`src/rtl/add_core_if.sv`:
```
// add_core_if: operand/result bundle for the registered adder.
//
// Parameter
//   n          operand width in bits (1..64)
// Signals
//   in_valid   operands present this cycle, capture them
//   a, b       unsigned operands, n bits
//   c_in       carry-in, weight 1
//   sum        registered result, n+1 bits, sum[n] is the carry-out
//   out_valid  sum holds a new result this cycle (no backpressure)
// Modports
//   master     producer of operands, consumer of results
//   slave      the adder itself
interface add_core_if #(
    parameter int n = 10
);
    logic         in_valid;
    logic [n-1:0] a;
    logic [n-1:0] b;
    logic         c_in;
    logic [n:0]   sum;
    logic         out_valid;

    modport master (
        output in_valid, a, b, c_in,
        input  sum, out_valid
    );

    modport slave (
        input  in_valid, a, b, c_in,
        output sum, out_valid
    );
endinterface

```
`src/rtl/add_core.sv`:
```
// add_core: registered n-bit unsigned adder, sum = a + b + c_in.
//
// The combinational core is a two-level carry-lookahead adder built from
// 4-bit groups. The result is captured once on the rising clock edge when
// in_valid is high and qualified with out_valid for exactly one cycle.
//
// Ports
//   clk     rising-edge clock
//   rst_n   asynchronous active-low reset, clears sum and out_valid
//   bus     add_core_if slave: in_valid, a, b, c_in in; sum, out_valid out
module add_core #(
    parameter int n = 10
) (
    input  logic       clk,
    input  logic       rst_n,
    add_core_if.slave  bus
);
    localparam int NG = (n + 3) / 4;    // number of 4-bit groups

    // Flattened lookahead carry over the lowest cnt (generate, propagate)
    // pairs: OR over k of g[k] & p[k+1..cnt-1], plus cin & p[0..cnt-1].
    // Written as a sum of products so no ripple chain is described.
    function automatic logic lookahead(
        input logic [63:0] gv,
        input logic [63:0] pv,
        input logic        cin,
        input int          cnt
    );
        logic res;
        logic prop;
        res  = 1'b0;
        prop = 1'b1;
        for (int k = 63; k >= 0; k--) begin
            if (k < cnt) begin
                res  = res | (prop & gv[k]);
                prop = prop & pv[k];
            end
        end
        return res | (prop & cin);
    endfunction

    logic [n-1:0]  g;
    logic [n-1:0]  p;
    logic [n:0]    c;           // c[i] = carry into bit i, c[n] = carry-out
    logic [NG-1:0] gx;          // gx[0] = c_in, gx[j+1] = group j generate
    logic [NG-1:0] px;          // px[0] = 0,    px[j+1] = group j propagate
    logic [NG-1:0] cg;          // carry into group j
    logic [n:0]    sum_next;
    logic [n:0]    sum_reg;
    logic          out_valid_reg;

    assign g = bus.a & bus.b;
    assign p = bus.a ^ bus.b;

    // c_in sits below group 0 as a pure generate term, so the second
    // level needs no separate carry-in input.
    assign gx[0] = bus.c_in;
    assign px[0] = 1'b0;

    for (genvar gi = 0; gi < NG; gi++) begin : g_grp
        // The top group may be partial; its missing bits act as g=0, p=0.
        localparam int BITS = ((n - 4 * gi) >= 4) ? 4 : (n - 4 * gi);

        logic [3:0] gl;
        logic [3:0] pl;

        for (genvar gk = 0; gk < 4; gk++) begin : g_bit
            if (gk < BITS) begin : g_live
                assign gl[gk] = g[4 * gi + gk];
                assign pl[gk] = p[4 * gi + gk];
            end else begin : g_pad
                assign gl[gk] = 1'b0;
                assign pl[gk] = 1'b0;
            end
        end

        // Second level: carry into this group from all lower groups.
        assign cg[gi]    = lookahead(64'(gx), 64'(px), 1'b0, gi + 1);
        assign c[4 * gi] = cg[gi];

        // First level: in-group carries. A full lower group stops at bit 3
        // because its carry-out is owned by the second level; the top
        // group also produces the final carry-out c[n].
        for (genvar gk = 1; gk <= 4; gk++) begin : g_carry
            if ((gk < BITS) || ((gk == BITS) && (gi == NG - 1))) begin : g_c
                assign c[4 * gi + gk] = lookahead(64'(gl), 64'(pl), cg[gi], gk);
            end
        end

        // Group generate/propagate feed only the groups above, so the top
        // group does not need them.
        if (gi < NG - 1) begin : g_gp
            assign gx[gi + 1] = lookahead(64'(gl), 64'(pl), 1'b0, 4);
            assign px[gi + 1] = &pl;
        end
    end

    assign sum_next = {c[n], p ^ c[n-1:0]};

    always_ff @(posedge clk or negedge rst_n) begin
        if (!rst_n) begin
            sum_reg       <= '0;
            out_valid_reg <= 1'b0;
        end else begin
            out_valid_reg <= bus.in_valid;
            if (bus.in_valid) begin
                sum_reg <= sum_next;
            end
        end
    end

    assign bus.sum       = sum_reg;
    assign bus.out_valid = out_valid_reg;
endmodule

```
`src/flat_wrapper.sv`:
```
// flat-port wrapper written by rule: the top's interface ports become plain ports
module add_core_flat 
#(
    parameter int n = 10
)
  (clk, rst_n, bus_in_valid, bus_a, bus_b, bus_c_in, bus_sum, bus_out_valid);
  add_core_if #(.n(n)) bus_i ();
  input  logic clk;
  input  logic rst_n;
  input wire logic [$bits(bus_i.in_valid)-1:0] bus_in_valid;
  input wire logic [$bits(bus_i.a)-1:0] bus_a;
  input wire logic [$bits(bus_i.b)-1:0] bus_b;
  input wire logic [$bits(bus_i.c_in)-1:0] bus_c_in;
  output wire logic [$bits(bus_i.sum)-1:0] bus_sum;
  output wire logic [$bits(bus_i.out_valid)-1:0] bus_out_valid;
  assign bus_i.in_valid = bus_in_valid;
  assign bus_i.a = bus_a;
  assign bus_i.b = bus_b;
  assign bus_i.c_in = bus_c_in;
  assign bus_sum = bus_i.sum;
  assign bus_out_valid = bus_i.out_valid;
  add_core #(.n(n)) u_core (.clk(clk), .rst_n(rst_n), .bus(bus_i));
endmodule
```
`config.mk`:
```
export PLATFORM = sky130hd
export DESIGN_NAME = add_core_flat
export DESIGN_NICKNAME = d
export VERILOG_FILES = /design/src/rtl/add_core_if.sv /design/src/rtl/add_core.sv /design/src/flat_wrapper.sv
export SDC_FILE = /design/constraint.sdc
export NUM_CORES = 1
export LEC_CHECK = 0
export ABC_AREA = 1
export CAP_MARGIN = 0
export CELL_PAD_IN_SITES_DETAIL_PLACEMENT = 0
export CELL_PAD_IN_SITES_GLOBAL_PLACEMENT = 1
export CORE_MARGIN = 4
export CORE_UTILIZATION = 33
export CTS_BUF_LIST = sky130_fd_sc_hd__clkbuf_8
export CTS_CLUSTER_DIAMETER = 80
export DETAILED_ROUTE_END_ITERATION = 8
export PLACE_DENSITY_LB_ADDON = 0.05
export SLEW_MARGIN = 20
export SYNTH_ARGS = -nofsm -noshare
export SYNTH_HDL_FRONTEND = slang
export SYNTH_SLANG_ARGS = --single-unit
export TNS_END_PERCENT = 5
```
`constraint.sdc`:
```
create_clock -name clk -period 1.7 [get_ports clk]
set_input_delay 0.255 -clock clk [delete_from_list [all_inputs] [get_ports clk]]
set_output_delay 0.255 -clock clk [all_outputs]
set_load 0.05 [all_outputs]
```
==> results.rst, run 1 <==
.. list-table::
   :header-rows: 1

   * - Metric
     - Value
   * - Overflow left after global routing
     - 0
   * - RR Startpoint
     - u_core.bus.sum[10]$_DFFE_PN0P_
   * - Outcome
     - completed
   * - Cts bufs inserted
     - 3
   * - Worst vdd ir
     - 0.000627 V
   * - DP Wirelength
     - 1640 um
   * - Internal Pwr Total
     - 0.723 mW
   * - Leading cell types by count after synthesis
     - sky130_fd_sc_hd__nand2_1 (32), sky130_fd_sc_hd__dfrtp_1 (12), sky130_fd_sc_hd__inv_1 (11)
   * - Final sum of negative setup slack
     - 0 ns
   * - Sequential-to-total area share from yosys stat
     - 34.5%
   * - Wire length of the first global-routing pass
     - 3420 um
   * - FF-to-FF setup slack
     - 1.05 ns
   * - Flip-flop and latch count after synthesis
     - 12
   * - IO Count
     - 36
   * - Worst flop-to-flop path endpoint
     - u_core.bus.sum[10]$_DFFE_PN0P_
   * - Logic pwr share
     - about half
   * - Worst Tran Pin Value
     - 0.544 ns
   * - Switching part of the total power
     - 39.2%
   * - Setup CP Type
     - in -> reg
   * - H-tree depth
     - 1
   * - Mapped Nets
     - 145
   * - Wire length reported by the detailed router
     - 2130 um
   * - Antenna violations before repair
     - 0
   * - Post-synth top area cell
     - sky130_fd_sc_hd__dfrtp_1
   * - Count leader, synth
     - sky130_fd_sc_hd__nand2_1
   * - Total Nets Final
     - around 200
   * - CP Capture Type
     - flop
   * - Flip-flop count of the largest register after layout
     - 11
   * - Final Hold Violating Endpoints
     - 0
   * - Count of flip-flops with a built-in enable after synthesis
     - 0
   * - Count of warnings emitted by yosys
     - 0
   * - Clock skew
     - 0 ns
   * - Total global routing track utilization
     - approximately 13%
   * - Gpl congestion
     - about 0.7
   * - MaxCap Viol Count
     - 0
   * - Power density cells
     - 801 nW/um^2
   * - Maximum count of clock buffers along a single path
     - 2
   * - Headroom to the max-slew limit
     - ~64%
   * - Maximum fanout along the worst path
     - 4
   * - Antenna-violating nets left
     - 0
   * - Portion of total power attributed to the clock network
     - 21.4%
   * - Horizontal die dimension
     - 59.3 um
   * - Core Rows
     - 18
   * - Critical path required time
     - 1.87 ns
   * - Class of the most critical hold timing path
     - in -> async
   * - Placeable Area
     - 2500 sq um
   * - CTS clk-pin slew, worst paths
     - ~0.050 ns
   * - Distinct cells, synth
     - 21
   * - Die Y
     - 59.3 um
   * - Sw power
     - 0.466 mW
   * - Area growth from synthesis to layout
     - 70.8%
   * - Root buffer selected by CTS
     - sky130_fd_sc_hd__clkbuf_8
   * - Setup Viol. Count Final
     - 0
   * - Fraction of layout cells with a size suffix above 1
     - 35.2%
   * - Initial core utilization
     - 34.8%
   * - Pin count of the biggest net entering global routing
     - 13
   * - Arrival time worst endpoint
     - ~1.8 ns
   * - Vias in the first global route
     - 848
   * - Sequential power share
     - about 30%
   * - Die outline area
     - 3520 sq um
   * - Number of diodes added for antenna fixing
     - 0
   * - Number of remaining DRC errors
     - 0
   * - Number of cells traversed by the worst register-to-register path
     - 2
   * - Fraction of the cycle the final worst path needs
     - 95.9%
   * - Clock tree from TritonCTS
     - yes
   * - Most common flop cell mapped by yosys
     - sky130_fd_sc_hd__dfrtp_1
   * - Post-synthesis async set-or-reset flop share
     - 100%
   * - Synthesized area
     - 870 sq um
   * - Minimum clock period after layout
     - between 1.5 and 2 ns
   * - Clock insertion delay at the later pin of the skew report
     - 0.24 ns
   * - Detailed-route via count
     - 867
   * - CTS sink count
     - 12
   * - Final max-slew violation count
     - 0
   * - Minimum hold slack
     - 0.374 ns
   * - Number of search-and-repair iterations in the first detailed-routing pass
     - 3
   * - Top cells by area, synth
     - sky130_fd_sc_hd__dfrtp_1 (35%), sky130_fd_sc_hd__ha_1 (14%), sky130_fd_sc_hd__nand2_1 (14%)
   * - Hold Buf Count CTS
     - 0
   * - Startpoint type of the worst setup path
     - primary input
   * - Upper clock frequency limit
     - between 600 and 700 MHz
   * - Average footprint of a synthesized cell
     - 8.05 sq um
   * - Routed via count divided by cell count
     - 4.52
   * - Area share of the leading cell type in the synthesized netlist
     - 34.5%
   * - Number of instances in the synthesized netlist
     - 108
   * - Average wire per standard cell
     - roughly 11 um
   * - Reported leakage power
     - 0.749 nW
   * - Number of I/O port buffers
     - 35
   * - Iter 0 DRT Violations
     - 5
-- layout by cell type (no fill, tap or decap), drive strengths merged, types with 2 or more instances in the layout --
master | Yosys | final
nand2 | 37 | 37
buf | 1 | 29
inv | 13 | 13
dfrtp | 12 | 12
dlygate4sd2 | 0 | 11
ha | 10 | 10
nand3 | 8 | 8
clkdlybuf4s50 | 0 | 7
nor2 | 6 | 6
a21oi | 6 | 6
o21ai | 5 | 5
clkdlybuf4s15 | 0 | 5
clkbuf | 0 | 3
fa | 3 | 3
xnor2 | 2 | 2
-- area by class of cell --
class	instances	area [sq um]
clock buffers	3	41.3
multi-input cells	81	618
flip-flops and latches	12	300
inverters	14	53.8
fillers	235	1010
well taps	30	37.5
repair buffers	52	434
-- logic make-up (layout without fill, tap and decap cells) --
group / Yosys count / count (layout) / synth area share (%)
and+or+nand+nor: 52 / 52 / 26.0
buffers and inverters: 15 / 69 / 6.62
adders and majority gates: 13 / 13 / 21.3
AOI/OAI and AO/OA: 13 / 13 / 8.49
DFF: 12 / 12 / 34.5
xor gates and xnor gates: 3 / 3 / 3.02
-- repair_timing --
action,4_1_cts,5_1_grt
cloned,0,0
pin swaps,25,11
endpoints found under the setup margin,4,2
gates resized for setup,34,4
buffers inserted,2,3
-- stage by stage --
stage | total power [mW] | std cells | cell area [sq um] | util, % | setup slack, ns
global route | 1.26 | 192 | 1490 | 59.4 | -0.00879
floorplan | 0.687 | 108 | 870 | - | 0.0272
CTS | 1.18 | 189 | 1450 | 57.8 | 0.00544
global placement | 0.890 | 184 | 1310 | 52.5 | -0.468
finish | 1.19 | 192 | 1490 | 59.4 | 0.0693
detailed placement | 0.896 | 184 | 1310 | 52.5 | -0.487
-- worst max path at each step --
stage / from / to / slack, ns / cells after the start
3_3_place_gp: bus_b[3] / u_core.bus.sum[9]$_DFFE_PN0P_ / -0.47 / 11
6_report: bus_a[3] / u_core.bus.sum[8]$_DFFE_PN0P_ / 0.07 / 9
2_1_floorplan: bus_b[3] / u_core.bus.sum[9]$_DFFE_PN0P_ / 0.03 / 10
3_5_place_dp: bus_a[0] / u_core.bus.sum[9]$_DFFE_PN0P_ / -0.49 / 11
5_1_grt: bus_a[7] / u_core.bus.sum[8]$_DFFE_PN0P_ / -0.009 / 9
4_1_cts: bus_b[0] / u_core.bus.sum[9]$_DFFE_PN0P_ / 0.005 / 11
-- power by group through the flow --
stage                     clock, mW  sequential, mW  combinational, mW
after floorplan                   0           0.527              0.161
after global placement            0           0.361              0.528
after detailed placement          0           0.362              0.533
after CTS                     0.261           0.357              0.565
after global routing          0.276           0.362              0.627
final                         0.255           0.357              0.577
-- critical path: stages --
cell                            delay, ns
sky130_fd_sc_hd__dlygate4sd2_1       0.26
sky130_fd_sc_hd__ha_4                0.26
sky130_fd_sc_hd__a21oi_2             0.19
sky130_fd_sc_hd__nand2_4             0.09
sky130_fd_sc_hd__nand2_2             0.06
sky130_fd_sc_hd__nand2_2             0.06
sky130_fd_sc_hd__fa_2                0.51
sky130_fd_sc_hd__nand2_1             0.05
sky130_fd_sc_hd__nand2_1             0.06
-- layer usage --
layer / vias up / routed length, um / global-route usage, %
li1: 453 / - / -
met1: 392 / 906 / 14.7
met2: 20 / 1100 / 23.6
met3: 2 / 98 / 1.96
met4: 0 / 24 / 4.85
met5: - / 0 / 0
Note: power is estimated with default switching activity, not from simulation.
==> run 2: changes to the inputs <==
--- a/config.mk
+++ b/config.mk
@@ -9,8 +9,8 @@
 export CAP_MARGIN = 0
 export CELL_PAD_IN_SITES_DETAIL_PLACEMENT = 0
 export CELL_PAD_IN_SITES_GLOBAL_PLACEMENT = 1
-export CORE_MARGIN = 4
-export CORE_UTILIZATION = 33
+export CORE_MARGIN = 2
+export CORE_UTILIZATION = 31
 export CTS_BUF_LIST = sky130_fd_sc_hd__clkbuf_8
 export CTS_CLUSTER_DIAMETER = 80
 export DETAILED_ROUTE_END_ITERATION = 8
==> constraint.sdc (replaced) <==
create_clock -name clk -period 1.76 [get_ports clk]
set_input_delay 0.264 -clock clk [delete_from_list [all_inputs] [get_ports clk]]
set_output_delay 0.264 -clock clk [all_outputs]
set_load 0.05 [all_outputs]
==> run 2 against run 1 <==
Net effect: critical path depth is 4 higher; highest routed layer unchanged; setup slack better by 0.024 ns; critical endpoint is now u_core.bus.sum[3]$_DFFE_PN0P_; wire length is 2.4% lower.
==> results.rst, run 2 (same netlist as run 1, synthesis figures left out) <==
.. list-table::
   :header-rows: 1

   * - Metric
     - Value
   * - Worst Tran Pin Value
     - 0.533 ns
   * - Antenna-violating nets left
     - 0
   * - Startpoint type of the worst setup path
     - primary input
   * - Headroom to the max-slew limit
     - 64.4%
   * - MaxCap Viol Count
     - 0
   * - Placeable Area
     - 2710 sq um
   * - DP Wirelength
     - 1520 um
   * - Area taken by multi-input logic gates
     - 608 sq um
   * - Outcome
     - completed
   * - Arrival time worst endpoint
     - 1.79 ns
   * - Number of remaining DRC errors
     - 0
   * - Worst vdd ir
     - between 0.0006 and 0.0007 V
   * - CP Capture Type
     - flop
   * - Area growth from synthesis to layout
     - 77.7%
   * - Maximum fanout along the worst path
     - 2
   * - Number of I/O port buffers
     - 35
   * - Fillers
     - 281
   * - Sw power
     - 0.454 mW
   * - IO Count
     - 36
   * - Cell Count, Final, Fillers Out
     - 198
   * - Final max-slew violation count
     - 0
   * - Family of cells with the greatest summed delay on the critical path
     - buffers and inverters
   * - Overflow left after global routing
     - 0
   * - Final sum of negative setup slack
     - 0 ns
   * - Top library cells by usage in the layout, fill and taps aside
     - sky130_fd_sc_hd__nand2_1 (30), sky130_fd_sc_hd__buf_4 (25), sky130_fd_sc_hd__clkdlybuf4s50_1 (15)
   * - Sequential power share
     - 28.3%
   * - Horizontal die dimension
     - 57.0 um
   * - Routed via count divided by cell count
     - 4.37
   * - Flip-flop count of the largest register after layout
     - 11
   * - Portion of total power attributed to the clock network
     - 24.4%
   * - Antenna violations before repair
     - 0
   * - Vias in the first global route
     - 800
   * - Iter 0 DRT Violations
     - 10
   * - Setup CP Type
     - in -> reg
   * - Root buffer selected by CTS
     - sky130_fd_sc_hd__clkbuf_8
   * - Wire length of the first global-routing pass
     - 3350 um
   * - CTS clk-pin slew, worst paths
     - 0.05 ns
   * - Setup repair after global routing missed its margin
     - yes
   * - Initial core utilization
     - 32.1%
   * - Clock tree from TritonCTS
     - yes
   * - Wire length reported by the detailed router
     - approximately 2100 um
   * - Internal Pwr Total
     - approximately 0.76 mW
   * - Critical Path Most Common Cell
     - sky130_fd_sc_hd__buf_4
   * - Core Rows
     - 19
   * - Number of search-and-repair iterations in the first detailed-routing pass
     - 5
   * - Fraction of layout cells with a size suffix above 1
     - 30.5%
   * - Most frequent standard cell in the layout excluding fill and tap cells
     - sky130_fd_sc_hd__nand2_1
   * - Detailed-route via count
     - 866
   * - Die Y
     - 57.0 um
   * - Pin count of the biggest net entering global routing
     - 17
   * - Average wire per standard cell
     - 10.5 um
   * - Sequential cell area
     - around 300 sq um
   * - Total Nets Final
     - between 200 and 250
   * - Fraction of the cycle the final worst path needs
     - between 90% and 100%
   * - Switching part of the total power
     - 37.3%
   * - Upper clock frequency limit
     - 600 MHz
   * - Cts bufs inserted
     - 3
   * - Critical path required time
     - approximately 1.9 ns
   * - Maximum count of clock buffers along a single path
     - 2
   * - Power density cells
     - 789 nW/um^2
   * - Number of diodes added for antenna fixing
     - 0
   * - Clock skew
     - 0 ns
   * - Clock insertion delay at the later pin of the skew report
     - 0.23 ns
   * - CTS sink count
     - 12
   * - Die outline area
     - 3250 sq um
   * - Logic pwr share
     - 47.4%
   * - Minimum clock period after layout
     - about 1.7 ns
   * - Setup Viol. Count Final
     - 0
   * - H-tree depth
     - 1
   * - Total global routing track utilization
     - 13.0%
   * - Reported leakage power
     - 0.779 nW
   * - Crit path buffers/inverters
     - 7
   * - Class of the most critical hold timing path
     - in -> async
   * - Final Hold Violating Endpoints
     - 0
   * - Cells after DPL
     - 185
   * - Gpl congestion
     - 0.733
   * - CP peak stage delay
     - about 0.3 ns
   * - Cell breakdown of the critical path
     - dlygate4sd2_1 -> ha_1 -> inv_2 -> nand2_4 -> buf_4 -> buf_4 -> buf_4 -> buf_4 -> buf_4 -> nand3_1 -> nand2_1 -> nand3_1 -> nand2_1
   * - Critical path's slowest cell
     - sky130_fd_sc_hd__ha_1
[run 2: cell types whose count changed in the layout (fill, tap and decap cells not counted), moves of 2 or more]
cell and delta:
sky130_fd_sc_hd__clkdlybuf4s15_1 -2, sky130_fd_sc_hd__clkdlybuf4s50_1 +8, sky130_fd_sc_hd__nand2_2 -3, sky130_fd_sc_hd__buf_4 -4, sky130_fd_sc_hd__nand2_1 +2, sky130_fd_sc_hd__dlymetal6s2s_1 +2
[run 2: area by class of cell]
cell class | instances | share of cell area (%)
timing repair buffer | 56 | 31.7
multi-input combinational | 81 | 39.4
sequential | 12 | 19.4
inverter | 14 | 3.48
clock buffer | 4 | 3.56
tap | 31 | 2.51
[run 2: metal layers]
metal	vias up	GRT usage [%]	wire length, um
li1	460	-	-
met1	383	17.1	954
met2	21	21.3	1020
met3	2	2.27	93
met4	0	4.98	14
met5	-	0	0
[run 2: metrics by stage]
step | cell area [sq um] | hold WS, ns | setup WS (ns) | util, % | total power, mW
after floorplan | 870 | -0.0316 | 0.0782 | - | 0.664
after global placement | 1330 | 0.453 | -0.411 | 49.2 | 0.869
after detailed placement | 1330 | 0.459 | -0.445 | 49.2 | 0.874
after CTS | 1490 | 0.400 | 0.0223 | 55.0 | 1.20
after global routing | 1550 | 0.442 | -0.00716 | 57.0 | 1.29
final | 1550 | 0.379 | 0.0937 | 57.0 | 1.22
[run 2: timing repair]
item                       4_1_cts  5_1_grt
pin swaps                       23       15
setup endpoints to repair        3        4
buffers inserted                 7        2
hold buffers                     0        0
resized for setup               24       10
[run 2: power by group through the flow]
stage | Sequential, mW | Clock [mW] | Combinational [mW]
3_3_place_gp | 0.349 | 0 | 0.520
3_5_place_dp | 0.350 | 0 | 0.524
6_report | 0.345 | 0.297 | 0.577
5_1_grt | 0.350 | 0.310 | 0.625
2_1_floorplan | 0.509 | 0 | 0.155
4_1_cts | 0.345 | 0.302 | 0.558
[run 2: path summary, 6_finish.rpt]
path / from / end / slack [ns] / depth (start not counted)
max in group asynchronous: rst_n / u_core.bus.sum[6]$_DFFE_PN0P_ / 1.03 / 1
worst max-delay path: bus_a[1] / u_core.bus.sum[3]$_DFFE_PN0P_ / 0.09 / 13
worst min register to register: u_core.bus.sum[4]$_DFFE_PN0P_ / u_core.bus.sum[4]$_DFFE_PN0P_ / 0.47 / 2
min in group clk: u_core.bus.sum[4]$_DFFE_PN0P_ / u_core.bus.sum[4]$_DFFE_PN0P_ / 0.47 / 2
worst max register to register: u_core.bus.sum[10]$_DFFE_PN0P_ / u_core.bus.sum[10]$_DFFE_PN0P_ / 1.11 / 2
worst min-delay path: rst_n / u_core.bus.sum[9]$_DFFE_PN0P_ / 0.38 / 1
